[src/rtl/riscv_fetch_pkg.sv]
// Shared widths, defaults and the FIFO entry type for the instruction fetch unit.
package riscv_fetch_pkg;

   localparam int unsigned XLEN = 32;
   localparam int unsigned ILEN = 32;

   localparam logic [XLEN-1:0] RESET_PC_DEFAULT  = 32'h0000_0000;
   localparam int unsigned     ROM_WORDS_DEFAULT = 40;

   typedef struct packed {
      logic [ILEN-1:0] instr;
      logic [XLEN-1:0] pc;
   } fetch_entry_t;

   // Word index presented to the instruction memory for a byte address.
   function automatic logic [XLEN-1:0] word_index(input logic [XLEN-1:0] byte_addr);
      return byte_addr >> 2;
   endfunction

endpackage

[src/rtl/fetch_fifo.sv]
// Two-entry {instr, pc} queue between the memory response and the decode side.
// Slot 0 is always the head, so the head outputs come straight from a register.
module fetch_fifo
   import riscv_fetch_pkg::*;
(
   input  logic         clock,
   input  logic         reset_n,
   input  logic         flush,
   input  logic         push,
   input  fetch_entry_t push_entry,
   input  logic         pop,
   output fetch_entry_t head,
   output logic         full,
   output logic         empty,
   output logic [1:0]   occupancy
);

   fetch_entry_t ent0_q, ent0_d;
   fetch_entry_t ent1_q, ent1_d;
   logic [1:0]   count_q, count_d;

   // Shift on pop, land a push in the first free slot after any pop; flush only drops the count.
   always_comb begin
      ent0_d  = ent0_q;
      ent1_d  = ent1_q;
      count_d = count_q;
      if (flush) begin
         count_d = 2'd0;
      end else begin
         case ({push, pop})
            2'b10: begin
               if (count_q == 2'd0) begin
                  ent0_d = push_entry;
               end else begin
                  ent1_d = push_entry;
               end
               count_d = count_q + 2'd1;
            end
            2'b01: begin
               ent0_d  = ent1_q;
               count_d = count_q - 2'd1;
            end
            2'b11: begin
               if (count_q == 2'd1) begin
                  ent0_d = push_entry;
               end else begin
                  ent0_d = ent1_q;
                  ent1_d = push_entry;
               end
            end
            default: begin
            end
         endcase
      end
   end

   // Storage and occupancy registers.
   always_ff @(posedge clock) begin
      if (!reset_n) begin
         ent0_q  <= '0;
         ent1_q  <= '0;
         count_q <= 2'd0;
      end else begin
         ent0_q  <= ent0_d;
         ent1_q  <= ent1_d;
         count_q <= count_d;
      end
   end

   assign head      = ent0_q;
   assign occupancy = count_q;
   assign full      = (count_q == 2'd2);
   assign empty     = (count_q == 2'd0);

endmodule

[src/rtl/instr_fetch.sv]
// Instruction fetch: byte PC, issue control, one outstanding memory read and
// redirect handling, feeding a two-entry queue toward decode.
module instr_fetch
   import riscv_fetch_pkg::*;
#(
   parameter logic [XLEN-1:0] RESET_PC  = RESET_PC_DEFAULT,
   parameter int unsigned     ROM_WORDS = ROM_WORDS_DEFAULT
) (
   input  logic            clock,
   input  logic            reset_n,
   input  logic            redirect_valid,
   input  logic [XLEN-1:0] redirect_pc,
   output logic [XLEN-1:0] mem_add,
   output logic            mem_enable,
   input  logic [ILEN-1:0] mem_instr,
   output logic            out_valid,
   input  logic            out_ready,
   output logic [ILEN-1:0] out_instr,
   output logic [XLEN-1:0] out_pc
);

   // One bit wider than the PC so the end-of-ROM address never wraps.
   localparam logic [XLEN:0]   PC_LIMIT   = (XLEN+1)'(ROM_WORDS) << 2;
   localparam logic [XLEN-1:0] ALIGN_MASK = ~(XLEN'(3));

   logic [XLEN-1:0] pc_q, pc_d;
   logic [XLEN-1:0] inflight_pc_q, inflight_pc_d;
   logic            inflight_q, inflight_d;

   logic            deq;
   logic            issue;
   logic            push;
   logic            in_range;
   logic [2:0]      slots;

   fetch_entry_t    head;
   fetch_entry_t    push_entry;
   logic            fifo_full;
   logic            fifo_empty;
   logic [1:0]      fifo_occ;

   // Issue and enqueue decisions. Issue reserves a queue slot for its response, counting
   // this cycle's dequeue so a drained slot can be refilled back to back.
   always_comb begin
      deq              = !fifo_empty && out_ready;
      in_range         = ({1'b0, pc_q} < PC_LIMIT);
      slots            = {1'b0, fifo_occ} + {2'b00, inflight_q} - {2'b00, deq};
      issue            = reset_n && !redirect_valid && in_range && (slots < 3'd2);
      push             = reset_n && inflight_q && !redirect_valid && (!fifo_full || deq);
      push_entry.instr = mem_instr;
      push_entry.pc    = inflight_pc_q;
   end

   // Next PC and in-flight tracking; a redirect overrides the sequential advance.
   always_comb begin
      pc_d          = pc_q;
      inflight_d    = issue;
      inflight_pc_d = inflight_pc_q;
      if (redirect_valid) begin
         pc_d = redirect_pc & ALIGN_MASK;
      end else if (issue) begin
         pc_d          = pc_q + XLEN'(4);
         inflight_pc_d = pc_q;
      end
   end

   // PC and outstanding-read registers.
   always_ff @(posedge clock) begin
      if (!reset_n) begin
         pc_q          <= RESET_PC;
         inflight_q    <= 1'b0;
         inflight_pc_q <= '0;
      end else begin
         pc_q          <= pc_d;
         inflight_q    <= inflight_d;
         inflight_pc_q <= inflight_pc_d;
      end
   end

   fetch_fifo u_fifo (
      .clock      (clock),
      .reset_n    (reset_n),
      .flush      (redirect_valid),
      .push       (push),
      .push_entry (push_entry),
      .pop        (deq),
      .head       (head),
      .full       (fifo_full),
      .empty      (fifo_empty),
      .occupancy  (fifo_occ)
   );

   // mem_enable must follow same-cycle redirect and ready, so it is the issue decision itself.
   assign mem_add    = word_index(pc_q);
   assign mem_enable = issue;
   assign out_valid  = !fifo_empty;
   assign out_instr  = head.instr;
   assign out_pc     = head.pc;

endmodule
[config.mk]
export PLATFORM = sky130hd
export DESIGN_NAME = instr_fetch
export DESIGN_NICKNAME = d
export VERILOG_FILES = /design/src/rtl/riscv_fetch_pkg.sv /design/src/rtl/fetch_fifo.sv /design/src/rtl/instr_fetch.sv
export SDC_FILE = /design/constraint.sdc
export NUM_CORES = 1
export LEC_CHECK = 0
export ABC_CLOCK_PERIOD_IN_PS = 4000
export CAP_MARGIN = 20
export CELL_PAD_IN_SITES_DETAIL_PLACEMENT = 1
export CELL_PAD_IN_SITES_GLOBAL_PLACEMENT = 1
export CORE_MARGIN = 3
export CORE_UTILIZATION = 41
export DETAILED_ROUTE_END_ITERATION = 16
export GPL_TIMING_DRIVEN = 0
export PLACE_DENSITY = 0.8
export SYNTH_ARGS = -nofsm -noshare
export SYNTH_HDL_FRONTEND = slang
export SYNTH_HIERARCHICAL = 1
export SYNTH_SLANG_ARGS = --single-unit
[constraint.sdc]
create_clock -name clock -period 4 [get_ports clock]
set_clock_uncertainty 0.2 [all_clocks]
set_input_delay 0.8 -clock clock [delete_from_list [all_inputs] [get_ports clock]]
set_output_delay 0.8 -clock clock [all_outputs]
set_load 0.05 [all_outputs]
; Word-level counts from Yosys, hierarchy flattened
; Cells that the tools add are included.
[totals]
in_bits = 68
word_cells = 55
ff_bits = 195
[classes]
n_lt_le_gt_ge = 2
add_sub_neg = 5
bitwise_logic = 2
reduce_logical = 20
muxes = 9
eq_ne = 8
[ops]
columns = operator, n
row1 = 64-bit 2-to-1 mux, 4
row2 = 64-bit case mux with 3 select lines, 1
row3 = 64-bit case mux with 2 select lines, 1
row4 = 32-bit 2-to-1 mux, 2
row5 = "32-bit by 3-bit adder with 32-bit output, second input constant", 1
row6 = "32-bit by 8-bit less-than comparator with 1-bit output, second input constant", 1
row7 = 1-bit logical AND, 7
row8 = "2-bit equality test, second input constant", 3
row9 = "2-bit != test, second input constant", 3
row10 = 2-bit nonzero test, 3
row11 = "2-bit by 1-bit equality test with 1-bit output, second input constant", 2
row12 = 2-bit case mux with 2 select lines, 1
row13 = 4-bit AND reduction, 1
row14 = 2-bit by 1-bit adder with 3-bit output, 1
row15 = 1-bit logical NOT, 3
row16 = "3-bit by 2-bit less-than comparator with 1-bit output, second input constant", 1
row17 = 3-bit AND reduction, 1
row18 = 3-bit nonzero test, 1
row19 = 3-bit by 1-bit subtractor with 3-bit output, 1
row20 = "2-bit by 1-bit adder with 2-bit output, second input constant", 1
row21 = 2-bit logical NOT, 1
row22 = 1-bit NOT, 2
row23 = 2-bit AND reduction, 1
row24 = 2-bit OR reduction, 1
row25 = other kinds (2), 2

; Longest topological paths before layout
; Gate-level depths: netlist of the first run.
[logic_depth]
ltp_word = 8
mapped_depth = 12

; Modules after synthesis
; The synthesis of the first run kept the hierarchy.
[by_module_without_submodules]
columns = mod, area_each_um2, n_inst, seq_area_each_um2, cells_each
row1 = fetch_fifo, 6754.0, 1, 2602.5, 712
row2 = instr_fetch, 2397.3, 1, 1221.2, 229

; Worst setup path after synthesis of the first run
; Ideal clock, no wire load.
[synth_timing]
path_kind = input -> output
startpoint = input out_ready
endpoint = output mem_enable
stages = 7
slack_ns = -0.476
arrival_ns = 3.476
path_buffers = 0
cell_sequence = nor2b_1 -> ha_1 -> nand2b_1 -> fa_1 -> nor4b_4 -> nand4_4 -> nor3_1
[synth_between]
elab_chain_len = 4
[synth_lines]
columns = element, line_no
row1 = from (decl), instr_fetch.sv:17  ; input logic out_ready,
row2 = 1-bit logical AND, instr_fetch.sv:45  ; deq = !fifo_empty && out_ready;
row3 = 3-bit by 1-bit subtractor with 3-bit output, instr_fetch.sv:47  ; slots = {1'b0, fifo_occ} + {2'b00, inflight_q} - {2'b00, deq};
row4 = 3-bit by 2-bit less-than comparator with 1-bit output, instr_fetch.sv:48  ; issue = reset_n && !redirect_valid && in_range && (slots < 3'd2);
row5 = 1-bit logical AND, instr_fetch.sv:48
row6 = to (decl), instr_fetch.sv:14  ; output logic mem_enable,
; Every way passes these cells.

; Final worst setup path of the first run
[layout_timing]
startpoint = register u_fifo.count_q[0], in the netlist u_fifo/occupancy[0]
endpoint = output mem_enable
[layout_between]
elab_chain_len = 6
[layout_lines]
columns = element, line_no
row1 = from (decl), fetch_fifo.sv:20  ; logic [1:0] count_q, count_d;
row2 = from (signal assigned), fetch_fifo.sv:66  ; count_q <= count_d;
row3 = 2-bit logical NOT, fetch_fifo.sv:73  ; assign empty = (count_q == 2'd0);
row4 = via fifo_empty, instr_fetch.sv:39  ; logic fifo_empty;
row5 = 1-bit logical NOT, instr_fetch.sv:45
row6 = 1-bit logical AND, instr_fetch.sv:45
row7 = via deq, instr_fetch.sv:30  ; logic deq;
row8 = 3-bit by 1-bit subtractor with 3-bit output, instr_fetch.sv:47
row9 = 3-bit by 2-bit less-than comparator with 1-bit output, instr_fetch.sv:48
row10 = 1-bit logical AND, instr_fetch.sv:48
; The timed path passes the listed nets, and every way through them passes these cells.

==> parameters.txt, run 1 <==
Parameter                              Value

Outcome
  Status    finished clean

STA
  Final hold vios    0
  Setup repair after global routing missed its margin    no
  Setup TNS    0 ns
  Worst-margin pin slew    0.8330 ns
  Period utilization    0.9700
  Final setup violation count    0
  Final Slew Violations    0
  Max Freq    257.7 MHz
  Slew HR    0.4404
  Shortest clock period the worst path allows after layout    3.880 ns

Route
  Via count normalized by instance count    5.884
  Drt drc    0
  ANT nets after route    0
  Number of DRC violations after detailed-routing iteration 0    408
  Wire length reported by the detailed router    29,900 um
  Number of search-and-repair iterations in the first detailed-routing pass    5
  Length of routed met2 wiring    14,550 um
  Met3 WL    1647 um
  Top Metal Used    met5
  Post-detailed-route wirelength per cell    21.00 um
  Routed metal-1 wire length    13,370 um
  Via total after detailed routing    8,379

GRT
  Global-route wire length before repair    47,350 um
  Global router's overall resource usage    0.2422
  Number of antenna violations at the first check in global routing    1
  Number of global-route vias before repair    8,796
  Largest net degree at the start of global routing    17
  Total global routing overflow    0

Worst setup path
  Count of buffer and inverter cells on the critical path    2
  Cell with the largest stage delay on the worst path    sky130_fd_sc_hd__fa_1
  Kind of end point of the critical path    output pin
  Arrival time at the worst endpoint    2.88 ns
  Cells along the critical path    inv_1 > ha_4 > nor2b_4 > ha_4 > nand2b_4 > fa_1 > nor4b_4 > nand4_4 > nor3_4 > buf_6
  Crit start category    flip-flop
  Crit Path Class    reg -> out
  Kind of cell with the highest combined delay on the critical path    adder cells
  Required @ worst endpoint    3.00 ns
  Delay of the slowest cell on the worst path    0.51 ns
  Highest net fanout along the worst path    5
  Critical Path Most Common Cell    sky130_fd_sc_hd__ha_4

Power
  Portion of total power attributed to sequential cells    0.479
  P_int    3.036 mW
  Proportion of power drawn by the clock network    0.426
  Switching power total    1.021 mW
  Worst IR Drop VDD    0.0002450 V
  Combinational fraction of design power    0.095
  Leakage    4.100 nW
  Power density normalized to cell area    342.7 nW/um^2
  Switching power share of the total    0.2518

Clock network
  CTS Sinks    191
  Worst skew pair latency    0.43 ns
  Clk Tree Root Cell    sky130_fd_sc_hd__clkbuf_16
  TritonCTS clock tree    done
  Hold_buf cts    0
  Maximum clock insertion buffer count    2
  H-tree lvl count    4
  Number of CTS-inserted buffers    17
  Clock transition at the registers of the reported paths    0.07 ns

Yosys
  Cell count after synthesis    941
  Top cells by area in the synthesized netlist    sky130_fd_sc_hd__dfxtp_1, sky130_fd_sc_hd__o31ai_2, sky130_fd_sc_hd__a21oi_1, sky130_fd_sc_hd__a311oi_1, sky130_fd_sc_hd__o211ai_1
  Count of unique library cells instantiated by Yosys    57
  Most used flip-flop cell after synthesis    sky130_fd_sc_hd__dfxtp_1
  Async SR Flop Fraction    0
  Seq cells post-synth    191
  Synthesized area per cell    9.725 sq um
  Top-area cell type share of the netlist area    0.4178
  Dominant cell type by area after synthesis    sky130_fd_sc_hd__dfxtp_1
  EDFF count, synth    0
  Warnings, synthesis    6
  Netlist area before placement    9151 sq um
  Sequential element share of the synthesized area    0.4178

Cells and area
  Most frequent cells in the layout    sky130_fd_sc_hd__dfxtp_1, sky130_fd_sc_hd__clkdlybuf4s50_1, sky130_fd_sc_hd__a21oi_1
  Post-layout instance count excluding filler cells    1,424
  Antenna diode count    0
  Share of final-layout standard cells stronger than drive strength 1    0.1897
  Most common library cell in the layout ignoring fill and taps    sky130_fd_sc_hd__dfxtp_1
  Area overhead of the layout relative to synthesis    29.37%
  Number of nets at the end of the flow    1,210

Run
  Max-cap viol count    0

Die
  Initial Util    0.4180
  Core ar.    21,890 sq um
  Die X-Extent    155.4 um
  Vertical die dimension    155.4 um
  Top-Level Pins    166
  Number of placement rows    54
  Die area    24,150 sq um

Placed design
  Port bufs    161
  Routability cong.    0.8104
  Post-placement cell count    1,387
  HPWL reported at the end of detailed placement    20,870 um

Min path
  Worst min path class    reg -> reg
timing repair:
| action | CTS | global route |
|---|---|---|
| endpoints found under the setup margin | 1 | 1 |
| pin swaps | 5 | 0 |
| setup buffers | 5 | 0 |
| endpoints found under the hold margin | 0 | 0 |
| gates resized for setup | 18 | 4 |
cell usage after synthesis (2+ instances only):
master,n
sky130_fd_sc_hd__nor2_4,2
sky130_fd_sc_hd__nor4_1,2
sky130_fd_sc_hd__buf_4,7
sky130_fd_sc_hd__o311a_1,2
sky130_fd_sc_hd__buf_6,13
sky130_fd_sc_hd__a21oi_1,132
sky130_fd_sc_hd__nand4_1,2
sky130_fd_sc_hd__buf_1,2
sky130_fd_sc_hd__buf_2,54
sky130_fd_sc_hd__xor2_1,2
sky130_fd_sc_hd__clkbuf_8,12
sky130_fd_sc_hd__nor2_1,28
sky130_fd_sc_hd__ha_1,10
sky130_fd_sc_hd__clkbuf_1,18
sky130_fd_sc_hd__clkbuf_4,2
sky130_fd_sc_hd__nand3_1,69
sky130_fd_sc_hd__o211ai_1,64
sky130_fd_sc_hd__nor4_4,3
sky130_fd_sc_hd__and3_1,27
sky130_fd_sc_hd__and2b_1,4
sky130_fd_sc_hd__nor2b_1,2
sky130_fd_sc_hd__nor3_1,3
sky130_fd_sc_hd__o31ai_2,59
sky130_fd_sc_hd__o31ai_1,6
sky130_fd_sc_hd__xnor2_1,3
sky130_fd_sc_hd__mux2i_1,31
sky130_fd_sc_hd__o21ai_0,65
sky130_fd_sc_hd__a311oi_1,64
sky130_fd_sc_hd__dfxtp_1,191
sky130_fd_sc_hd__buf_12,4
sky130_fd_sc_hd__dlygate4sd1_1,3
sky130_fd_sc_hd__nand2b_1,9
sky130_fd_sc_hd__nand2_1,14
sky130_fd_sc_hd__inv_1,9
cell type report:
class / instances / area (sq um)
tap: 280 / 350.3
sequential: 191 / 3831
clock inverter: 12 / 133.9
inverter: 10 / 37.54
multi-input combinational: 629 / 4534
clock buffer: 20 / 456.7
buffer: 116 / 845.8
fill: 2492 / 10050
timing repair buffer: 166 / 1649
flip-flops by register name, indices dropped and copies added, names as in the netlist:
signal,count
u_fifo/ent1_q,64
pc_q,30
inflight_pc_q,30
u_fifo/occupancy,2
inflight_q,1
u_fifo/head,64
worst register-to-register path: stages (launching register included):
cell	delay, ns
sky130_fd_sc_hd__dfxtp_4	0.38
sky130_fd_sc_hd__inv_1	0.09
sky130_fd_sc_hd__ha_4	0.20
sky130_fd_sc_hd__nor2b_4	0.16
sky130_fd_sc_hd__ha_4	0.21
sky130_fd_sc_hd__nand2b_4	0.13
sky130_fd_sc_hd__fa_1	0.42
sky130_fd_sc_hd__xnor2_2	0.27
sky130_fd_sc_hd__buf_4	0.16
sky130_fd_sc_hd__buf_4	0.10
sky130_fd_sc_hd__and3_1	0.17
sky130_fd_sc_hd__nand3_1	0.28
sky130_fd_sc_hd__clkbuf_1	0.33
sky130_fd_sc_hd__and3_1	0.27
metrics by stage:
stage                     total power, mW  setup WS (ns)  hold WS [ns]    util  cell area [sq um]
after floorplan                     2.202         0.1388        0.2421       -               9181
after global placement              2.360         -1.247        0.2509  0.5090              11140
after detailed placement            2.366         -1.290        0.2599  0.5090              11140
after CTS                           4.088        0.02304        0.2716  0.5401              11820
after global routing                4.199       0.007846        0.2846  0.5408              11840
final                               4.057         0.1198        0.2697  0.5408              11840
power by group through the flow:
stage	combinational [mW]	sequential, mW	clock [mW]
floorplan	0.151	2.05	0
global placement	0.371	1.99	0
detailed placement	0.376	1.99	0
CTS	0.384	1.95	1.76
global route	0.406	1.95	1.85
finish	0.384	1.94	1.73
worst paths after layout:
kind	startpoint	endpoint	slack [ns]	depth (start not counted)
setup / recovery	u_fifo/occupancy[0]$_SDFFE_PP0P_	mem_enable	0.12	10
hold reg to reg	u_fifo/ent1_q[35]$_SDFFE_PN0P_	u_fifo/ent1_q[35]$_SDFFE_PN0P_	0.27	2
hold / removal	u_fifo/ent1_q[35]$_SDFFE_PN0P_	u_fifo/ent1_q[35]$_SDFFE_PN0P_	0.27	2
setup reg to reg	u_fifo/occupancy[0]$_SDFFE_PP0P_	inflight_pc_q[17]$_SDFFE_PN0P_	0.52	13
logic make-up (layout without fill, tap and decap cells):
logic type                 after synthesis  after routing  synth area share
muxes                                   32             32           0.03514
xor gates and xnor gates                 5              5          0.004786
other                                    1              6         0.0004098
AOI/OAI and AO/OA                      401            401            0.3180
and+or+nand+nor                        174            174            0.1114
DFF                                    191            191            0.4178
adders and majority gates               11             11           0.01586
buffers and inverters                  126            324           0.09653
layer usage:
| metal | track usage | vias to the layer above |
|---|---|---|
| met5 | 0 | - |
| met3 | 0.05647 | 27 |
| met2 | 0.4111 | 243 |
| met4 | 0.06294 | 2 |
| li1 | - | 3947 |
| met1 | 0.3107 | 4160 |
Note: power is estimated with default switching activity, not from simulation.
==> inputs of run 2 (changes only) <==
--- a/config.mk
+++ b/config.mk
@@ -5,7 +5,7 @@
 export SDC_FILE = /design/constraint.sdc
 export NUM_CORES = 1
 export LEC_CHECK = 0
-export ABC_CLOCK_PERIOD_IN_PS = 4000
+export ABC_CLOCK_PERIOD_IN_PS = 4100
 export CAP_MARGIN = 20
 export CELL_PAD_IN_SITES_DETAIL_PLACEMENT = 1
 export CELL_PAD_IN_SITES_GLOBAL_PLACEMENT = 1
==> constraint.sdc (replaced) <==
create_clock -name clock -period 4.1 [get_ports clock]
set_clock_uncertainty 0.2 [all_clocks]
set_input_delay 0.82 -clock clock [delete_from_list [all_inputs] [get_ports clock]]
set_output_delay 0.82 -clock clock [all_outputs]
set_load 0.05 [all_outputs]
==> run 2 against run 1 <==
Against the previous run: largest power group unchanged; power fell by 1.2%; critical path depth did not move; clock power barely moved; sequential cell count did not move; routed wire length fell by 0.27%; global-route usage rose by 0.22 points; sequential share of layout area barely moved; clock-buffer cell count did not move; cell count rose by 0.21%.
==> parameters.txt, run 2 (synthesis gave the netlist of run 1 again) <==
Parameter                              Value

Worst setup path
  Reg-to-reg slack, setup    0.68 ns (+0.16 ns)
  Depth of the most critical reg-to-reg path    12 (-1)
  Required @ worst endpoint    3.08 ns (+0.08 ns)
  Kind of end point of the critical path    output pin
  Cells along the critical path    inv_1 > ha_2 > nor2b_4 > ha_4 > nand2b_4 > fa_1 > nor4b_4 > nand4_4 > nor3_2 > buf_6
  Cell with the largest stage delay on the worst path    sky130_fd_sc_hd__fa_1
  Arrival time at the worst endpoint    2.94 ns (+0.06 ns)
  Delay of the slowest cell on the worst path    0.50 ns (about the same)
  Crit Path Class    reg -> out
  Highest net fanout along the worst path    5 (unchanged)
  Crit start category    flip-flop

Placed design
  Placed Instance Area    11,140 sq um (about the same)
  HPWL reported at the end of detailed placement    20,910 um (+0.21%)
  Port bufs    161 (unchanged)
  Routability cong.    0.8183 (+0.97%)

Clock network
  Clk Tree Root Cell    sky130_fd_sc_hd__clkbuf_16
  CTS Sinks    191 (unchanged)
  H-tree lvl count    4 (unchanged)
  Worst skew pair latency    0.43 ns (about the same)
  Number of CTS-inserted buffers    17 (unchanged)
  TritonCTS clock tree    done
  Clock transition at the registers of the reported paths    0.07 ns (about the same)
  Maximum clock insertion buffer count    2 (unchanged)

STA
  Worst-margin pin slew    0.7151 ns (-0.1179 ns)
  Period utilization    0.9648
  Slew HR    0.5196 (+0.07922)
  Final setup violation count    0 (unchanged)
  Final Slew Violations    0 (unchanged)
  Max Freq    252.8 MHz
  Setup repair after global routing missed its margin    no
  Shortest clock period the worst path allows after layout    3.956 ns
  Final hold vios    0 (unchanged)

GRT
  Total global routing overflow    0 (unchanged)
  Global-route wire length before repair    47,940 um (+1.2%)
  Number of antenna violations at the first check in global routing    1 (unchanged)
  Global router's overall resource usage    0.2444 (+0.002209)
  Largest net degree at the start of global routing    17 (unchanged)
  Number of global-route vias before repair    8,773 (-0.26%)

Cells and area
  Most frequent cells in the layout    sky130_fd_sc_hd__dfxtp_1, sky130_fd_sc_hd__clkdlybuf4s50_1, sky130_fd_sc_hd__a21oi_1
  Layout Cell Area excl Fill    11,850 sq um (about the same)
  Most common library cell in the layout ignoring fill and taps    sky130_fd_sc_hd__dfxtp_1
  Share of final-layout standard cells stronger than drive strength 1    0.1894 (-0.0003310)
  Number of nets at the end of the flow    1,212 (+0.17%)
  Filler instances    2,491 (-0.040%)
  Area overhead of the layout relative to synthesis    29.46% (about the same)
  Utilization after layout    0.5412 (about the same)

Die
  Die area    24,150 sq um (unchanged)
  Die X-Extent    155.4 um (unchanged)
  Top-Level Pins    166 (unchanged)
  Vertical die dimension    155.4 um (unchanged)
  Number of placement rows    54 (unchanged)
  Initial Util    0.4180 (unchanged)
  Core ar.    21,890 sq um (unchanged)

Route
  Via count normalized by instance count    5.858 (-0.45%)
  Drt drc    0 (unchanged)
  Via total after detailed routing    8,359 (-0.24%)
  Post-detailed-route wirelength per cell    20.90 um (-0.48%)
  Number of DRC violations after detailed-routing iteration 0    465 (+14%)
  Number of search-and-repair iterations in the first detailed-routing pass    5 (unchanged)
  ANT nets after route    0 (unchanged)
  Wire length reported by the detailed router    29,820 um (-0.27%)

Power
  Leakage    4.119 nW (+0.46%)
  Portion of total power attributed to sequential cells    0.474 (-0.005)
  Combinational fraction of design power    0.093 (-0.002)
  Power consumption    4.007 mW (-1.2%)
  Worst IR Drop VDD    0.0002477 V (+1.1%)
  Power density normalized to cell area    338.2 nW/um^2 (-1.3%)
  Switching power total    0.9963 mW (-2.5%)
  Switching power share of the total    0.2487 (-0.003106)
  Proportion of power drawn by the clock network    0.433 (+0.007)
  P_int    3.010 mW (-0.83%)

Min path
  Hold Crit Depth    2 (unchanged)
  Worst min path class    reg -> reg

Outcome
  Status    finished clean

Run
  Max-cap viol count    0 (unchanged)
-- run 2: metal layers --
layer  wire length, um  global-route usage  part of all wire
met1             13400              0.3158              0.45
met2             14360              0.4124              0.48
met3              1653             0.05869             0.055
met4               404             0.06044             0.014
met5                 0                   0                 0
-- run 2: final timing paths --
path / startpoint / end
worst max-delay path: u_fifo/occupancy[1]$_SDFFE_PP0P_ / mem_enable
worst min-delay path: u_fifo/ent1_q[44]$_SDFFE_PN0P_ / u_fifo/ent1_q[44]$_SDFFE_PN0P_
worst max register to register: u_fifo/occupancy[1]$_SDFFE_PP0P_ / pc_q[5]$_SDFFE_PN0P_
worst min register to register: u_fifo/ent1_q[44]$_SDFFE_PN0P_ / u_fifo/ent1_q[44]$_SDFFE_PN0P_
-- run 2: final cells by class --
class	count	area [sq um]	share of cell area
diodes	1	2.502	0.0002112
plain buffers	116	845.8	0.07139
clock buffers	20	446.7	0.03770
clock inverters	12	157.7	0.01331
inverters	10	37.54	0.003168
multi-input cells	629	4511	0.3807
flip-flops and latches	191	3829	0.3232
well taps	280	350.3	0.02957
repair buffers	168	1668	0.1408
-- run 2: power groups by stage --
stage                     combinational, mW  sequential, mW  clock, mW
final                                 0.372            1.90       1.74
after global routing                  0.396            1.90       1.84
after CTS                             0.371            1.90       1.76
after detailed placement              0.366            1.94          0
after global placement                0.361            1.94          0
after floorplan                       0.147            2.00          0
-- run 2: timing repair --
action,in CTS,in global routing
pin swaps,3,5
endpoints found under the setup margin,1,1
gates resized for setup,13,5
hold buffers,0,0
buffers inserted,4,3
-- run 2: worst max-delay path: cells and delay by family (launching register included) --
family / cells / cell delay, ns
buffers and inverters: 2 / 0.28
flip-flops: 1 / 0.39
AND/OR/NAND/NOR: 5 / 0.90
adder cells (fa/ha/maj): 3 / 0.95
-- run 2: metrics by stage --
| stage | TNS (ns) | hold WS, ns | std cells | setup slack [ns] |
|---|---|---|---|---|
| 6_report | 0 | 0.2721 | 1427 | 0.1442 |
| 5_1_grt | 0 | 0.2856 | 1427 | 0.003004 |
| 4_1_cts | 0 | 0.2710 | 1423 | 0.01970 |
| 3_5_place_dp | -4.148 | 0.2619 | 1387 | -1.162 |
| 3_3_place_gp | -3.412 | 0.2518 | 1387 | -1.120 |
| 2_1_floorplan | 0 | 0.2421 | 946 | 0.01392 |
==> inputs of run 3 (changes only) <==
--- a/config.mk
+++ b/config.mk
@@ -5,11 +5,11 @@
 export SDC_FILE = /design/constraint.sdc
 export NUM_CORES = 1
 export LEC_CHECK = 0
-export ABC_CLOCK_PERIOD_IN_PS = 4100
+export ABC_CLOCK_PERIOD_IN_PS = 4200
 export CAP_MARGIN = 20
 export CELL_PAD_IN_SITES_DETAIL_PLACEMENT = 1
 export CELL_PAD_IN_SITES_GLOBAL_PLACEMENT = 1
-export CORE_MARGIN = 3
+export CORE_MARGIN = 10
 export CORE_UTILIZATION = 41
 export DETAILED_ROUTE_END_ITERATION = 16
 export GPL_TIMING_DRIVEN = 0
==> constraint.sdc (replaced) <==
create_clock -name clock -period 4.2 [get_ports clock]
set_clock_uncertainty 0.2 [all_clocks]
set_input_delay 0.84 -clock clock [delete_from_list [all_inputs] [get_ports clock]]
set_output_delay 0.84 -clock clock [all_outputs]
set_load 0.05 [all_outputs]
==> run 3 against run 2 <==
Against the previous run: critical path depth is the same; cell count decreased by 0.28%; clock-buffer cell count is the same; via count about the same; worst setup slack improved by 0.011 ns; first-iteration DRC count is 9.0% lower; global-route usage decreased by 3.9 points; clock power hardly changed; critical path type unchanged; largest cell class unchanged; largest power group unchanged.
==> parameters.txt, run 3 (synthesis gave the netlist of run 1 again) <==
Parameter                              Value

GRT
  Number of antenna violations at the first check in global routing    1 (unchanged)
  Global router's overall resource usage    0.2051 (-0.03930)
  Total global routing overflow    0 (unchanged)
  Global-route wire length before repair    48,330 um (+0.82%)
  Number of global-route vias before repair    8,879 (+1.2%)
  Largest net degree at the start of global routing    17 (unchanged)

Worst setup path
  Startpoint of the most critical setup path    u_fifo/occupancy[1]$_SDFFE_PP0P_
  Arrival time at the worst endpoint    3.00 ns (+0.06 ns)
  Kind of end point of the critical path    output pin
  Cell with the largest stage delay on the worst path    sky130_fd_sc_hd__fa_1
  Startpoint of the worst-slack reg-to-reg timing path    u_fifo/occupancy[1]$_SDFFE_PP0P_
  Highest net fanout along the worst path    5 (unchanged)
  Crit start category    flip-flop
  Delay of the slowest cell on the worst path    0.53 ns (+0.03 ns)
  Crit Path Class    reg -> out
  Required @ worst endpoint    3.16 ns (+0.08 ns)
  Cells along the critical path    inv_1 > ha_2 > nor2b_4 > ha_4 > nand2b_4 > fa_1 > nor4b_4 > nand4_4 > nor3_2 > buf_6

Clock network
  TritonCTS clock tree    done
  H-tree lvl count    4 (unchanged)
  Clk Tree Root Cell    sky130_fd_sc_hd__clkbuf_16
  Clock transition at the registers of the reported paths    0.07 ns (about the same)
  CTS Sinks    191 (unchanged)
  Number of CTS-inserted buffers    17 (unchanged)
  Worst skew pair latency    0.43 ns (about the same)
  Maximum clock insertion buffer count    2 (unchanged)

STA
  Final setup violation count    0 (unchanged)
  Slew HR    0.4871 (-0.03247)
  Final hold vios    0 (unchanged)
  Shortest clock period the worst path allows after layout    4.045 ns
  Period utilization    0.9630
  Max Freq    247.2 MHz
  PnR worst setup slack    0.1555 ns (+0.01123 ns)
  Setup repair after global routing missed its margin    no
  Final Slew Violations    0 (unchanged)
  Worst-margin pin slew    0.7693 ns (+0.05421 ns)

Cells and area
  Area overhead of the layout relative to synthesis    29.48% (about the same)
  Antenna diode count    0 (-1)
  Filler instances    2,471 (-0.80%)
  Number of nets at the end of the flow    1,209 (-0.25%)
  Most common library cell in the layout ignoring fill and taps    sky130_fd_sc_hd__dfxtp_1
  Most frequent cells in the layout    sky130_fd_sc_hd__dfxtp_1, sky130_fd_sc_hd__clkdlybuf4s50_1, sky130_fd_sc_hd__a21oi_1
  Share of final-layout standard cells stronger than drive strength 1    0.1881 (-0.001253)

Run
  Max-cap viol count    0 (unchanged)

Placed design
  Port bufs    161 (unchanged)
  HPWL reported at the end of detailed placement    21,950 um (+5.0%)
  Dpl ws    -1.151 ns (+0.01063 ns)
  Routability cong.    0.8266 (+1.0%)

Route
  Wire length reported by the detailed router    30,220 um (+1.4%)
  ANT nets after route    0 (unchanged)
  Via total after detailed routing    8,365 (+0.072%)
  Number of DRC violations after detailed-routing iteration 0    423 (-9.0%)
  Drt drc    0 (unchanged)
  Post-detailed-route wirelength per cell    21.24 um (+1.6%)
  Via count normalized by instance count    5.878 (+0.35%)
  Number of search-and-repair iterations in the first detailed-routing pass    5 (unchanged)

Power
  Combinational fraction of design power    0.091 (-0.002)
  Switching power share of the total    0.2412 (-0.007472)
  Leakage    4.117 nW (about the same)
  Portion of total power attributed to sequential cells    0.467 (-0.007)
  P_int    3.014 mW (+0.11%)
  Proportion of power drawn by the clock network    0.442 (+0.009)
  Worst IR Drop VDD    0.0002546 V (+2.8%)
  Power consumption    3.972 mW (-0.87%)
  Switching power total    0.9579 mW (-3.9%)
  Power density normalized to cell area    335.2 nW/um^2 (-0.88%)

Die
  Initial Util    0.4180 (unchanged)
  Core ar.    21,890 sq um (unchanged)
  Number of placement rows    54 (unchanged)
  Die X-Extent    169.4 um (+9.0%)
  Top-Level Pins    166 (unchanged)
  Vertical die dimension    169.4 um (+9.0%)
  Die area    28,700 sq um (+19%)

Min path
  Worst min path class    reg -> reg
  Min-delay src    u_fifo/ent1_q[61]$_SDFFE_PN0P_

Outcome
  Status    finished clean
## run 3: worst max-delay path, delay by kind of cell (launching register included)
kind	cells	cell delay [ns]
adders and majority gates	3	0.98
and+or+nand+nor	5	0.89
buffers and inverters	2	0.30
DFF	1	0.41
## run 3: area by class of cell
class	count	area (sq um)	share of cell area
timing repair buffer	165	1642	0.1385
buffer	116	845.8	0.07138
multi-input combinational	629	4511	0.3807
clock inverter	12	180.2	0.01521
tap	280	350.3	0.02957
inverter	10	37.54	0.003168
clock buffer	20	456.7	0.03854
sequential	191	3826	0.3229
## run 3: power groups by stage
| stage | Clock [mW] | Combinational [mW] | Sequential, mW |
|---|---|---|---|
| floorplan | 0 | 0.143 | 1.95 |
| global placement | 0 | 0.354 | 1.89 |
| detailed placement | 0 | 0.359 | 1.89 |
| CTS | 1.79 | 0.364 | 1.85 |
| global route | 1.88 | 0.387 | 1.86 |
| finish | 1.76 | 0.362 | 1.85 |
## run 3: metrics by stage
step	cells	hold WS, ns	cell area (sq um)	setup TNS, ns	util
finish	1423	0.2721	11850	0	0.5413
global route	1423	0.2906	11850	0	0.5413
CTS	1423	0.2729	11850	0	0.5412
detailed placement	1387	0.2626	11140	-8.545	0.5087
global placement	1387	0.2513	11140	-3.077	0.5087
floorplan	946	0.2421	9175	0	-
## run 3: path summary, 6_finish.rpt
| path | cells past startpoint | to | slack, ns |
|---|---|---|---|
| worst min register to register | 2 | u_fifo/ent1_q[61]$_SDFFE_PN0P_ | 0.27 |
| worst max-delay path | 10 | mem_enable | 0.16 |
| worst max register to register | 12 | inflight_pc_q[12]$_SDFFE_PN0P_ | 0.48 |
| worst min-delay path | 2 | u_fifo/ent1_q[61]$_SDFFE_PN0P_ | 0.27 |
## run 3: layer usage
metal | vias up | GRT usage | wire [um]
met5 | - | 0 | 7
met4 | 2 | 0.06229 | 556
met3 | 40 | 0.06739 | 2446
met2 | 257 | 0.3344 | 14200
met1 | 4111 | 0.2518 | 13010
li1 | 3955 | - | -
## run 3: what timing repair did
item | CTS | global route
resized for setup | 16 | 1
hold buffers | 0 | 0
setup endpoints to repair | 1 | 1
hold endpoints to repair | 0 | 0
pin swaps | 5 | 0
buffers inserted | 4 | 0
